===== src/rtl/fb_line_fetch.sv =====
// Framebuffer line fetcher: issues one-at-a-time SRAM reads for a line of
// 16-bit words and streams them out through a small first-word-fall-through FIFO.
module fb_line_fetch #(
  parameter int LINE_WORDS = 640,
  parameter int FIFO_DEPTH = 16
) (
  input  logic        i_clk,
  input  logic        i_rst,
  input  logic        i_start,
  input  logic [31:0] i_line_base,
  output logic        o_busy,
  output logic        o_line_done,
  output logic        o_sram_read,
  output logic        o_sram_write,
  output logic [31:0] o_sram_addr,
  input  logic [15:0] i_sram_data,
  input  logic        i_sram_done,
  output logic [15:0] o_pix_data,
  output logic        o_pix_valid,
  input  logic        i_pix_ready
);

  localparam int PTR_W = $clog2(FIFO_DEPTH);
  localparam logic [PTR_W:0] DEPTH_V  = (PTR_W+1)'(FIFO_DEPTH);
  localparam logic [PTR_W:0] PTR_ONE  = (PTR_W+1)'(1);
  localparam logic [15:0]    LAST_IDX = 16'(LINE_WORDS - 1);

  typedef enum logic [1:0] {IDLE, CHECK, WAIT} state_t;

  state_t         state, state_nxt;
  logic [31:0]    base;
  logic [15:0]    word_cnt;
  logic [PTR_W:0] wr_ptr, rd_ptr;
  logic [PTR_W:0] occupancy;
  logic [15:0]    mem [FIFO_DEPTH];
  logic           push, pop, room, last_word;

  assign occupancy    = wr_ptr - rd_ptr;
  assign o_pix_valid  = (occupancy != '0);
  assign o_pix_data   = o_pix_valid ? mem[rd_ptr[PTR_W-1:0]] : 16'd0;
  assign pop          = o_pix_valid & i_pix_ready;
  // A slot freed by this cycle's pop is usable for the request issued now.
  assign room         = (occupancy < DEPTH_V) | pop;
  assign last_word    = (word_cnt == LAST_IDX);
  assign o_busy       = (state != IDLE);
  assign o_sram_write = 1'b0;
  // Counter only advances on done, so the address holds through the wait.
  assign o_sram_addr  = base + {16'd0, word_cnt};

  always_comb begin
    state_nxt   = state;
    o_sram_read = 1'b0;
    o_line_done = 1'b0;
    push        = 1'b0;
    unique case (state)
      IDLE: begin
        if (i_start) state_nxt = CHECK;
      end
      CHECK: begin
        if (room) begin
          o_sram_read = 1'b1;
          state_nxt   = WAIT;
        end
      end
      WAIT: begin
        if (i_sram_done) begin
          push = 1'b1;
          if (last_word) begin
            o_line_done = 1'b1;
            state_nxt   = IDLE;
          end else begin
            state_nxt = CHECK;
          end
        end
      end
      default: state_nxt = IDLE;
    endcase
  end

  always_ff @(posedge i_clk or posedge i_rst) begin
    if (i_rst) begin
      state    <= IDLE;
      base     <= '0;
      word_cnt <= '0;
      wr_ptr   <= '0;
      rd_ptr   <= '0;
    end else begin
      state <= state_nxt;
      if (state == IDLE && i_start) begin
        base     <= i_line_base;
        word_cnt <= '0;
      end else if (push) begin
        word_cnt <= word_cnt + 16'd1;
      end
      if (push) wr_ptr <= wr_ptr + PTR_ONE;
      if (pop)  rd_ptr <= rd_ptr + PTR_ONE;
    end
  end

  always_ff @(posedge i_clk) begin
    if (push) mem[wr_ptr[PTR_W-1:0]] <= i_sram_data;
  end

endmodule

===== config.mk =====
export PLATFORM = sky130hd
export DESIGN_NAME = fb_line_fetch
export DESIGN_NICKNAME = d
export VERILOG_FILES = /design/src/rtl/fb_line_fetch.sv
export SDC_FILE = /design/constraint.sdc
export NUM_CORES = 1
export LEC_CHECK = 0
export ABC_AREA = 1
export BUFFER_PORTS_ARGS = -buffer_cell sky130_fd_sc_hd__clkbuf_2
export CAP_MARGIN = 25
export CORE_MARGIN = 3
export CORE_UTILIZATION = 35
export CTS_CLUSTER_SIZE = 10
export DETAILED_ROUTE_END_ITERATION = 7
export PLACE_DENSITY = 0.48
export SYNTH_ARGS = -nofsm -noshare
export SYNTH_HDL_FRONTEND = slang
export SYNTH_SLANG_ARGS = --single-unit
export TNS_END_PERCENT = 20

===== constraint.sdc =====
create_clock -name i_clk -period 4.9 [get_ports i_clk]
set_input_delay 0.245 -clock i_clk [delete_from_list [all_inputs] [get_ports i_clk]]
set_output_delay 0.245 -clock i_clk [all_outputs]
set_load 0.01 [all_outputs]

; ---- After elaboration in Yosys (flattened, before gate mapping)
; Memories as Yosys holds them, arrays and structs flattened.
; Cells that the tools add are included.
; W data, S select, Z words.
[word_totals]
mem_count = 1
out_inout_bits = 53
inputBits = 53
ram_bits = 256
regBits = 60
[memory_table]
columns = name, words, word_bits, read_ports, rd_clocked_by_memory_dff, write_ports, line
row1 = mem, 16, 16, 1, 0, 1, 35  ; logic [15:0] mem [FIFO_DEPTH];
[classes]
n_reduce_logical = 6
mux = 17
eq_ne = 6
bitwise_logic = 2
magnitude_cmp = 1
n_addsub = 5
[ops]
columns = cell, n
row1 = $mux W16, 3
row2 = $add A32 B16 Y32, 1
row3 = $add A16 B1 Y16 const B, 1
row4 = $eq A16 B10 Y1 const B, 1
row5 = $add A5 B1 Y5 const B, 2
row6 = $mux W1, 10
row7 = $mux W2, 3
row8 = $ne A2 B2 Y1 const B, 3
row9 = $pmux W2 S3, 1
row10 = $lt A5 B5 Y1 const B, 1
row11 = $reduce_bool A5 Y1, 1
row12 = $sub A5 B5 Y5, 1
row13 = $reduce_bool A2 Y1, 2
row14 = $reduce_and A3 Y1, 1
row15 = $eq A2 B1 Y1 const B, 1
row16 = $eq A2 B2 Y1 const B, 1
row17 = $logic_not A2 Y1, 1
row18 = $and A1 B1 Y1, 1
row19 = $logic_and A1 B1 Y1, 1
row20 = $or A1 B1 Y1, 1

; ---- Depth between registers and ports, before layout
; Gate-level depths: netlist of run 1.
[logic_depth]
ltp_word = 6
mapped_depth = 14
mapped_depth_nobuf = 13

; ---- Least setup slack after synthesis of run 1
; Ideal clock, no wire load.
[synth_timing]
path_type = register -> register
startpoint = register state[0]
endpoint = memory mem[11][0] (enable)
path_slack_ns = 2.693
t_arrival_ns = 1.798
stages_incl_launch_ff = 5
n_path_buf = 1
cell_sequence = dfrtp_1 > inv_1 > nand3_2 > buf_6 > nor3_1
[synth_between]
elab_chain_len = 4
[synth_lines]
columns = item, line
row1 = "start, declared", 30  ; state_t state, state_nxt;
row2 = "start signal, assigned", 88  ; state <= state_nxt;
row3 = $eq A2 B2 Y1, 55  ; unique case (state)
row4 = $mux W1, 55
row5 = $mux W1, 101  ; if (push) mem[wr_ptr[PTR_W-1:0]] <= i_sram_data;
row6 = $mux W1 (not written as such), 101
row7 = "end, declared", 35
; Every way passes these cells.

; ---- Worst setup path after layout of run 1
[layout_timing]
startpoint = register rd_ptr[0]
endpoint = output port o_pix_data[10]
[layout_between]
elab_chain_len = 3
[layout_lines]
columns = item, line
row1 = "start, declared", 33  ; logic [PTR_W:0] wr_ptr, rd_ptr;
row2 = "start signal, assigned", 96  ; if (pop) rd_ptr <= rd_ptr + PTR_ONE;
row3 = $sub A5 B5 Y5, 38  ; assign occupancy = wr_ptr - rd_ptr;
row4 = $reduce_bool A5 Y1, 39  ; assign o_pix_valid = (occupancy != '0);
row5 = $mux W16 *, 40  ; assign o_pix_data = o_pix_valid ? mem[rd_ptr[PTR_W-1:0]] : 16'd0;
row6 = "end, declared", 18  ; output logic [15:0] o_pix_data,
; Every way passes the cells marked *; elsewhere a longest branch is shown, timed or not.

==> out/metrics.yaml, run 1 <==
clocking:
  post_cts_buffers: 0
  path_clk_slew_ns: 0.06
  clock_latency_ns: 0.56
  clockBufferDepth: 3
  postCtsResizedCells: 0
  holdBufCountCts: 34
  cts-root-buf: "clkbuf_16"
  cts_buffers: 38
  cts.sinks: 316
  cts_tree: "done"
  h-tree-depth: 2
power_and_ir_drop:
  p_clk_share_pct: 27.2
  p_sw_w: 0.00380
  combPwrFrac_pct: 36.9
  p_int_w: 0.00576
  p_seq_share_pct: 35.9
  p_per_area_nw_per_um2: 540
  p_sw_share_pct: 39.8
  ir_drop_uv: 268
  leakage_nw: 7.50
grt:
  grt_max_degree: 74
  antenna_found_initial: 1
  grt_pass1_vias: 11374
  grt_first_pass_wirelength_um: 66200
  grt_use_total_pct: 19.0
  grt-ovfl-total: 0
placement:
  gpl.final_weighted_congestion: 0.829
  io_buffer_count: 104
  hpwl_um: 27300
  dp_cells: 2203
synthesis:
  synth_edf_count: 256
  async_flop_share_pct: 19.0
  synth_nets: 1675
  ys_warn_count: 0
  syn-cell-area_um2: 15100
  ys_seq_elements: 316
  ys.flop_type: "edfxtp_1"
  post_synth.cell_area_avg_um2: 9.46
  ys_seq_area_share_pct: 60.9
  synth.distinct_cells: 42
  synthCells: 1595
die:
  row_count: 75
  die_width_um: 214
  start_util_pct: 35.7
  die-area_um2: 45600
  num_io_pins: 106
  die_h_um: 214
  core_um2: 42200
routing:
  first_pass_iters: 5
  drtAntennaViolNets: 0
  first_iter_violations: 734
  viasPerCell: 4.93
  vias: 11356
  routedWlPerCell_um: 18.5
  wl_um: 42600
  drc_errors: 0
sta:
  maxClockFrequency_ghz: 0.279
  holdWs_ns: 0.0765
  finalHoldViolCount: 0
  drv_slew: 0
  finalCriticalPeriod_ns: 3.58
  post-route-period-util_pct: 73.0
  clock_skew_ns: 0.0328
  fin_tns_setup_ns: 0
  setup_violations: 0
  max-slew-margin-rel_pct: 36.3
  tightest_slew_ns: 0.955
  rsz0062_at_grt: "false"
final_layout:
  utilization_pct: 41.9
  drive_above_1_share_pct: 12.6
  nNetsFinal: 1819
  fin_cells: 2303
  layout_common_cells: "nand2_1 (609), edfxtp_1 (256), nand3_1 (245), inv_1 (109), clkbuf_2 (104)"
  area_growth_pct: 17.3
  layout_commonest_cell: "nand2_1"
  diodes: 0
setup_path:
  crit_required_ns: 4.66
  critPathMaxFanout: 56
  crit_arrival_ns: 3.33
  critPathLaunchType: "register"
  end_kind: "primary output"
  criticalPathCategory: "reg -> out"
hold_path:
  min_path_type: "in -> reg"
outcome:
  outcome: "finished clean"
flow_run:
  drv_cap: 0
## sequential cells by signal, indices dropped and copies added, names as in the netlist
register and cells:
mem 256, base 32, word_cnt 16, rd_ptr 5, wr_ptr 5, state 2
## routing by layer
layer  share of wire (%)  GRT usage, %
met5               0.023             0
met4                 3.2          7.06
met3                 4.4          3.06
met2                  47          31.2
met1                  45          25.7
## worst max-delay path: stages (launching register included)
cell and delay, ns:
dfrtp_4 0.75, buf_4 0.50, buf_4 0.59, nand2_1 0.11
nand3_1 0.11, nand3_1 0.10, nand3_1 0.08, nand3_1 0.19
nor2_1 0.18, clkbuf_2 0.16
## layout make-up
class,count,area (um2)
Clock buffer,60,1050
Clock inverter,5,72.6
Fill cell,4174,24500
Inverter,120,455
Multi-Input combinational cell,1097,5110
Sequential cell,316,9190
Tap cell,539,674
Timing Repair Buffer,166,1130
## kinds of logic (layout without fill, tap and decap cells)
| kind of cell | after synthesis | in the layout | synth area share [%] |
|---|---|---|---|
| buf+inv | 182 | 351 | 5.52 |
| other cells | 1 | 1 | 0.0249 |
| fa+ha+maj | 27 | 27 | 2.29 |
| flops | 316 | 316 | 60.9 |
| compound gates | 52 | 52 | 1.81 |
| simple gates | 993 | 993 | 28.1 |
| xor+xnor | 24 | 24 | 1.39 |
## through the flow
stage | power [W] | instance area, um2 | worst slack, ns
final | 0.00956 | 17700 | 1.32
after global routing | 0.0102 | 17700 | 1.07
after CTS | 0.00970 | 17700 | 1.21
after detailed placement | 0.00703 | 16200 | 1.80
after global placement | 0.00700 | 16100 | 1.80
after floorplan | 0.00579 | 15100 | 2.69
## final timing paths
kind,to,depth (start not counted),start,slack (ns)
max,o_pix_data[10],9,rd_ptr[0],1.32
min,rd_ptr[2],3,i_pix_ready,0.08
max reg2reg,mem[12][0],6,state[0],2.32
min reg2reg,base[13],2,base[13],0.49
max in group asynchronous,rd_ptr[0],4,i_rst,3.79
min in group asynchronous,word_cnt[0],4,i_rst,0.47
## power by group through the flow
| stage | clock network [W] | logic [W] | registers [W] |
|---|---|---|---|
| 5_1_grt | 0.00278 | 0.00398 | 0.00347 |
| 3_3_place_gp | 0 | 0.00352 | 0.00348 |
| 4_1_cts | 0.00268 | 0.00359 | 0.00343 |
| 6_report | 0.00260 | 0.00353 | 0.00343 |
| 2_1_floorplan | 0 | 0.00244 | 0.00334 |
| 3_5_place_dp | 0 | 0.00355 | 0.00348 |
## Yosys cell counts, types with 3 or more instances
library cell | instances | share of area (%)
nand2_1 | 609 | 15
edfxtp_1 | 256 | 51
nor3_1 | 15 | 0.50
buf_4 | 12 | 0.60
o21ai_0 | 28 | 0.93
and2_1 | 3 | 0.12
nor2_2 | 5 | 0.21
dfrtp_1 | 60 | 10
nand2_2 | 3 | 0.12
xor2_1 | 23 | 1.3
clkbuf_1 | 4 | 0.099
buf_6 | 8 | 0.60
ha_1 | 26 | 2.2
nand3_1 | 245 | 8.1
nand3_2 | 5 | 0.33
clkinv_1 | 3 | 0.075
a21oi_1 | 17 | 0.56
nand4_1 | 18 | 0.75
inv_1 | 110 | 2.7
buf_1 | 4 | 0.099
buf_2 | 33 | 1.1
inv_2 | 6 | 0.15
nor2_1 | 79 | 2.0
(Power assumes the default switching activity.)
==> inputs of run 2 (changes only) <==
--- a/config.mk
+++ b/config.mk
@@ -12,7 +12,7 @@
 export CORE_UTILIZATION = 35
 export CTS_CLUSTER_SIZE = 10
 export DETAILED_ROUTE_END_ITERATION = 7
-export PLACE_DENSITY = 0.48
+export PLACE_DENSITY = 0.5
 export SYNTH_ARGS = -nofsm -noshare
 export SYNTH_HDL_FRONTEND = slang
 export SYNTH_SLANG_ARGS = --single-unit
==> constraint.sdc (replaced) <==
create_clock -name i_clk -period 2.95 [get_ports i_clk]
set_input_delay 0.1475 -clock i_clk [delete_from_list [all_inputs] [get_ports i_clk]]
set_output_delay 0.1475 -clock i_clk [all_outputs]
set_load 0.01 [all_outputs]
==> run 2 against run 1 <==
Against the previous run:
- final cell count rose by 0.13%
- worst setup slack worse by 1.1 ns
- routed wire length decreased by 1.4%
- clock power increased by 67%
- critical path type unchanged
==> out/metrics.yaml, run 2 (synthesis results as in run 1) <==
outcome:
  outcome: "finished clean"
sta:
  setup_violations: 0
  holdWs_ns: 0.0530
  finalCriticalPeriod_ns: 2.74
  maxClockFrequency_ghz: 0.365
  post-route-period-util_pct: 93.0
  tightest_slew_ns: 0.714
  clock_skew_ns: 0.0201
  drv_slew: 0
  max-slew-margin-rel_pct: 52.2
  fin_tns_setup_ns: 0
  rsz0062_at_grt: "false"
  finalHoldViolCount: 0
routing:
  drtAntennaViolNets: 0
  vias: 11315
  wl_um: 42000
  first_pass_iters: 8
  viasPerCell: 4.91
  first_iter_violations: 775
  routedWlPerCell_um: 18.2
  drc_errors: 0
clocking:
  cts-root-buf: "clkbuf_16"
  cts_tree: "done"
  cts.sinks: 316
  post_cts_buffers: 0
  h-tree-depth: 2
  clock_latency_ns: 0.55
  cts_buffers: 39
  path_clk_slew_ns: 0.05
  clockBufferDepth: 3
setup_path:
  critPathMaxFanout: 5
  cpPeakStageDelay_ns: 0.42
  r2r-end: "rd_ptr[1]"
  crit_top_cell: "nand2_1"
  critPathLaunchType: "register"
  crit_slowest_cell: "dfrtp_1"
  crit_path_end: "o_sram_addr[12]"
  r2r_start: "rd_ptr[0]"
  criticalPathCategory: "reg -> out"
  path_buf_inv: 1
  crit_required_ns: 2.80
  crit_arrival_ns: 2.60
  critPathLaunch: "word_cnt[0]"
  worstPathCellList: "ha_2 -> fa_2 -> nand3_1 -> nand3_1 -> nand2_1 -> nand3_2 -> nand2_1 -> nand2_1 -> xor2_1 -> clkbuf_2"
  rr_worst_depth: 12
  critical_path.top_delay_family: "adder cells"
  reg2reg_slack_ns: 0.91
  crit_cells: 10
  end_kind: "primary output"
final_layout:
  fin_cells: 2306
  diodes: 0
  finalInstanceArea_um2: 17800
  seqCellArea_um2: 9200
  layout_commonest_cell: "nand2_1"
  largest_reg_flops: 256
  drive_above_1_share_pct: 13.4
  nFillCells: 4156
  layout_common_cells: "nand2_1 (609), edfxtp_1 (256), nand3_1 (244), inv_1 (109), clkbuf_2 (104)"
  nNetsFinal: 1833
  area_growth_pct: 18.1
  multi_input_area_um2: 5120
die:
  die_h_um: 214
  core_um2: 42200
  start_util_pct: 35.7
  die-area_um2: 45600
  num_io_pins: 106
  row_count: 75
  die_width_um: 214
grt:
  grt-ovfl-total: 0
  antenna_found_initial: 0
  grt_max_degree: 68
  grt_pass1_vias: 10887
  grt_use_total_pct: 18.6
  grt_first_pass_wirelength_um: 64500
placement:
  hpwl_um: 27100
  gpl.final_weighted_congestion: 0.875
  dp_cells: 2216
  io_buffer_count: 104
  placed_area_um2: 16300
power_and_ir_drop:
  finalPower_w: 0.0161
  leakage_nw: 7.57
  ir_drop_uv: 484
  p_per_area_nw_per_um2: 901
hold_path:
  min_path_type: "in -> reg"
flow_run:
  drv_cap: 0
-- run 2: repair_timing --
action | CTS | global route
gates resized for setup | 1 | 4
endpoints found under the hold margin | 98 | 0
pin swaps | 0 | 0
endpoints found under the setup margin | 3 | 25
hold buffers | 35 | 0
-- run 2: per-layer routing --
| layer | wire length, um | GRT usage [%] | part of all wire [%] |
|---|---|---|---|
| met3 | 2150 | 3.28 | 5.1 |
| met5 | 0 | 0 | 0 |
| met2 | 19700 | 30.3 | 47 |
| met4 | 924 | 4.97 | 2.2 |
| met1 | 19200 | 26.0 | 46 |
-- run 2: stage by stage --
stage / utilization [%] / setup slack (ns)
final: 42.2 / 0.207
after global routing: 42.2 / 0.0421
after CTS: 42.2 / 0.0379
after detailed placement: 38.7 / 0.538
after global placement: 38.7 / 0.559
after floorplan: - / 0.743
-- run 2: area by class of cell --
cell class | count | share of cell area, %
clock buffers | 47 | 5.65
clock inverters | 8 | 0.583
inverters | 120 | 2.56
multi-input cells | 1097 | 28.8
flip-flops and latches | 316 | 51.6
well taps | 539 | 3.78
repair buffers | 179 | 7.06
-- run 2: worst min path at each step --
stage	from	endpoint	slack, ns	cells past startpoint
floorplan	i_sram_data[0]	mem[0][0]	0.25	0
global placement	i_rst	word_cnt[5]	0.1	2
detailed placement	i_rst	word_cnt[5]	0.11	2
CTS	i_sram_data[11]	mem[11][11]	0.03	1
global route	i_sram_data[11]	mem[10][11]	0.06	1
finish	i_sram_data[11]	mem[10][11]	0.05	1
-- run 2: where the power goes --
group          internal [W]  switching, W  leakage (nW)
Clock               0.00257       0.00178         0.539
Combinational       0.00196       0.00412          3.97
Sequential          0.00524      0.000385          3.06
==> inputs of run 3 (changes only) <==
--- a/config.mk
+++ b/config.mk
@@ -13,6 +13,7 @@
 export CTS_CLUSTER_SIZE = 10
 export DETAILED_ROUTE_END_ITERATION = 7
 export PLACE_DENSITY = 0.5
+export RECOVER_POWER = 50
 export SYNTH_ARGS = -nofsm -noshare
 export SYNTH_HDL_FRONTEND = slang
 export SYNTH_SLANG_ARGS = --single-unit
==> run 3 against run 2 <==
Against the previous run:
- worst hold slack better by 0.055 ns
- critical path depth did not move
- sequential share of layout area up 0.22 points
- worst setup slack improved by 0.0045 ns
- final cell count unchanged
- via count is 0.38% lower
- the run now ends with max-capacitance violations, max-slew violations left
- combinational power hardly changed
- critical endpoint unchanged
==> out/metrics.yaml, run 3 (synthesis results as in run 1) <==
sta:
  tightest_slew_ns: 1.72
  finalHoldViolCount: 0
  clock_skew_ns: 0.0200
  maxClockFrequency_ghz: 0.365
  post-route-period-util_pct: 92.8
  fin_tns_setup_ns: 0
  finalCriticalPeriod_ns: 2.74
  rsz0062_at_grt: "false"
  max-slew-margin-rel_pct: -15.0
  setup_violations: 0
  drv_slew: 31
grt:
  grt_first_pass_wirelength_um: 64500
  antenna_found_initial: 0
  grt_use_total_pct: 18.6
  grt-ovfl-total: 0
  grt_max_degree: 68
  grt_pass1_vias: 10887
power_and_ir_drop:
  p_clk_share_pct: 27.1
  finalPower_w: 0.0160
  p_int_w: 0.00976
  leakage_nw: 7.49
  p_seq_share_pct: 35.1
  combPwrFrac_pct: 37.8
  p_sw_w: 0.00627
  ir_drop_uv: 481
  p_sw_share_pct: 39.1
  p_per_area_nw_per_um2: 903
final_layout:
  seqCellArea_um2: 9200
  largest_reg_flops: 256
  drive_above_1_share_pct: 11.8
  layout_common_cells: "nand2_1 (609), edfxtp_1 (256), nand3_1 (246), inv_1 (111), clkbuf_2 (87)"
  multi_input_area_um2: 5090
  layout_commonest_cell: "nand2_1"
  fin_cells: 2306
  nNetsFinal: 1833
  area_growth_pct: 17.6
  nFillCells: 4176
  diodes: 0
setup_path:
  rr_worst_depth: 6
  crit_top_cell: "nand2_1"
  crit_arrival_ns: 2.59
  critPathLaunchType: "register"
  crit_required_ns: 2.80
  cpPeakStageDelay_ns: 0.42
  critPathMaxFanout: 5
  crit_slowest_cell: "dfrtp_1"
  worstPathCellList: "ha_2 -> fa_2 -> nand3_1 -> nand3_1 -> nand2_1 -> nand3_2 -> nand2_1 -> nand2_1 -> xor2_1 -> clkbuf_2"
  criticalPathCategory: "reg -> out"
  end_kind: "primary output"
routing:
  drtAntennaViolNets: 0
  wl_um: 41900
  viasPerCell: 4.89
  first_iter_violations: 759
  first_pass_iters: 5
  routedWlPerCell_um: 18.2
  vias: 11272
  drc_errors: 0
die:
  start_util_pct: 35.7
  die_width_um: 214
  die-area_um2: 45600
  row_count: 75
  die_h_um: 214
  core_um2: 42200
  num_io_pins: 106
placement:
  dp_cells: 2216
  hpwl_um: 27100
  gpl.final_weighted_congestion: 0.875
  io_buffer_count: 104
clocking:
  cts-root-buf: "clkbuf_16"
  cts_tree: "done"
  clockBufferDepth: 3
  clock_latency_ns: 0.55
  h-tree-depth: 2
  post_cts_buffers: 0
  path_clk_slew_ns: 0.05
  cts.sinks: 316
  cts_buffers: 39
hold_path:
  min_path_type: "in -> reg"
  hold_depth: 5
flow_run:
  drv_cap: 1
outcome:
  violations: "max-capacitance violations, max-slew violations"
  outcome: "finished with violations"
==> run 3: cell types whose count changed in the layout (fill, tap and decap cells not counted), sizes merged <==
cell and delta:
buf -4, clkbuf +4
==> run 3: final cells by class <==
class | count | share of cell area, %
inverter | 120 | 2.57
tap | 539 | 3.80
timing repair buffer | 179 | 6.89
sequential | 316 | 51.8
clock buffer | 47 | 5.67
multi-input combinational | 1097 | 28.7
clock inverter | 8 | 0.585
==> run 3: routing by layer <==
layer / GRT usage, % / up-vias / part of all wire [%]
li1: - / 5632 / -
met1: 26.0 / 5318 / 46
met3: 3.28 / 57 / 5.0
met4: 4.97 / 0 / 2.2
met5: 0 / - / 0
met2: 30.3 / 265 / 47
==> run 3: final timing paths <==
kind | startpoint | to | slack [ns]
max | word_cnt[0] | o_sram_addr[12] | 0.21
min | i_start | base[9] | 0.11
max reg2reg | state[0] | mem[10][7] | 0.76
min reg2reg | base[2] | base[2] | 0.49
max in group asynchronous | i_rst | base[31] | 0.76
min in group asynchronous | i_rst | rd_ptr[4] | 0.19
==> run 3: power groups by stage <==
stage	sequential (W)	combinational [W]	clock (W)
after floorplan	0.00555	0.00406	0
after global placement	0.00571	0.00608	0
after detailed placement	0.00570	0.00610	0
after CTS	0.00562	0.00616	0.00448
after global routing	0.00568	0.00683	0.00466
final	0.00562	0.00606	0.00434
==> run 3: metrics by stage <==
stage                     setup WS, ns  instance area (um2)  hold slack (ns)  utilization [%]
after floorplan                  0.743                15100            0.246                -
after global placement           0.559                16300           0.0976             38.7
after detailed placement         0.538                16300            0.106             38.7
after CTS                       0.0379                17800           0.0276             42.2
after global routing            0.0421                17700            0.126             42.0
final                            0.212                17700            0.108             42.0
==> run 3: critical path: cells and delay by family (launching register included) <==
family        cells  cell delay [ns]
xor+xnor          1             0.24
fa+ha+maj         2             0.61
buf+inv           1             0.19
flops             1             0.42
simple gates      6             0.60
==> run 3: what timing repair did <==
item,in CTS,in global routing
pin swaps,0,0
hold buffers,35,0
resized for setup,1,4
endpoints found under the setup margin,3,25
hold endpoints to repair,98,0
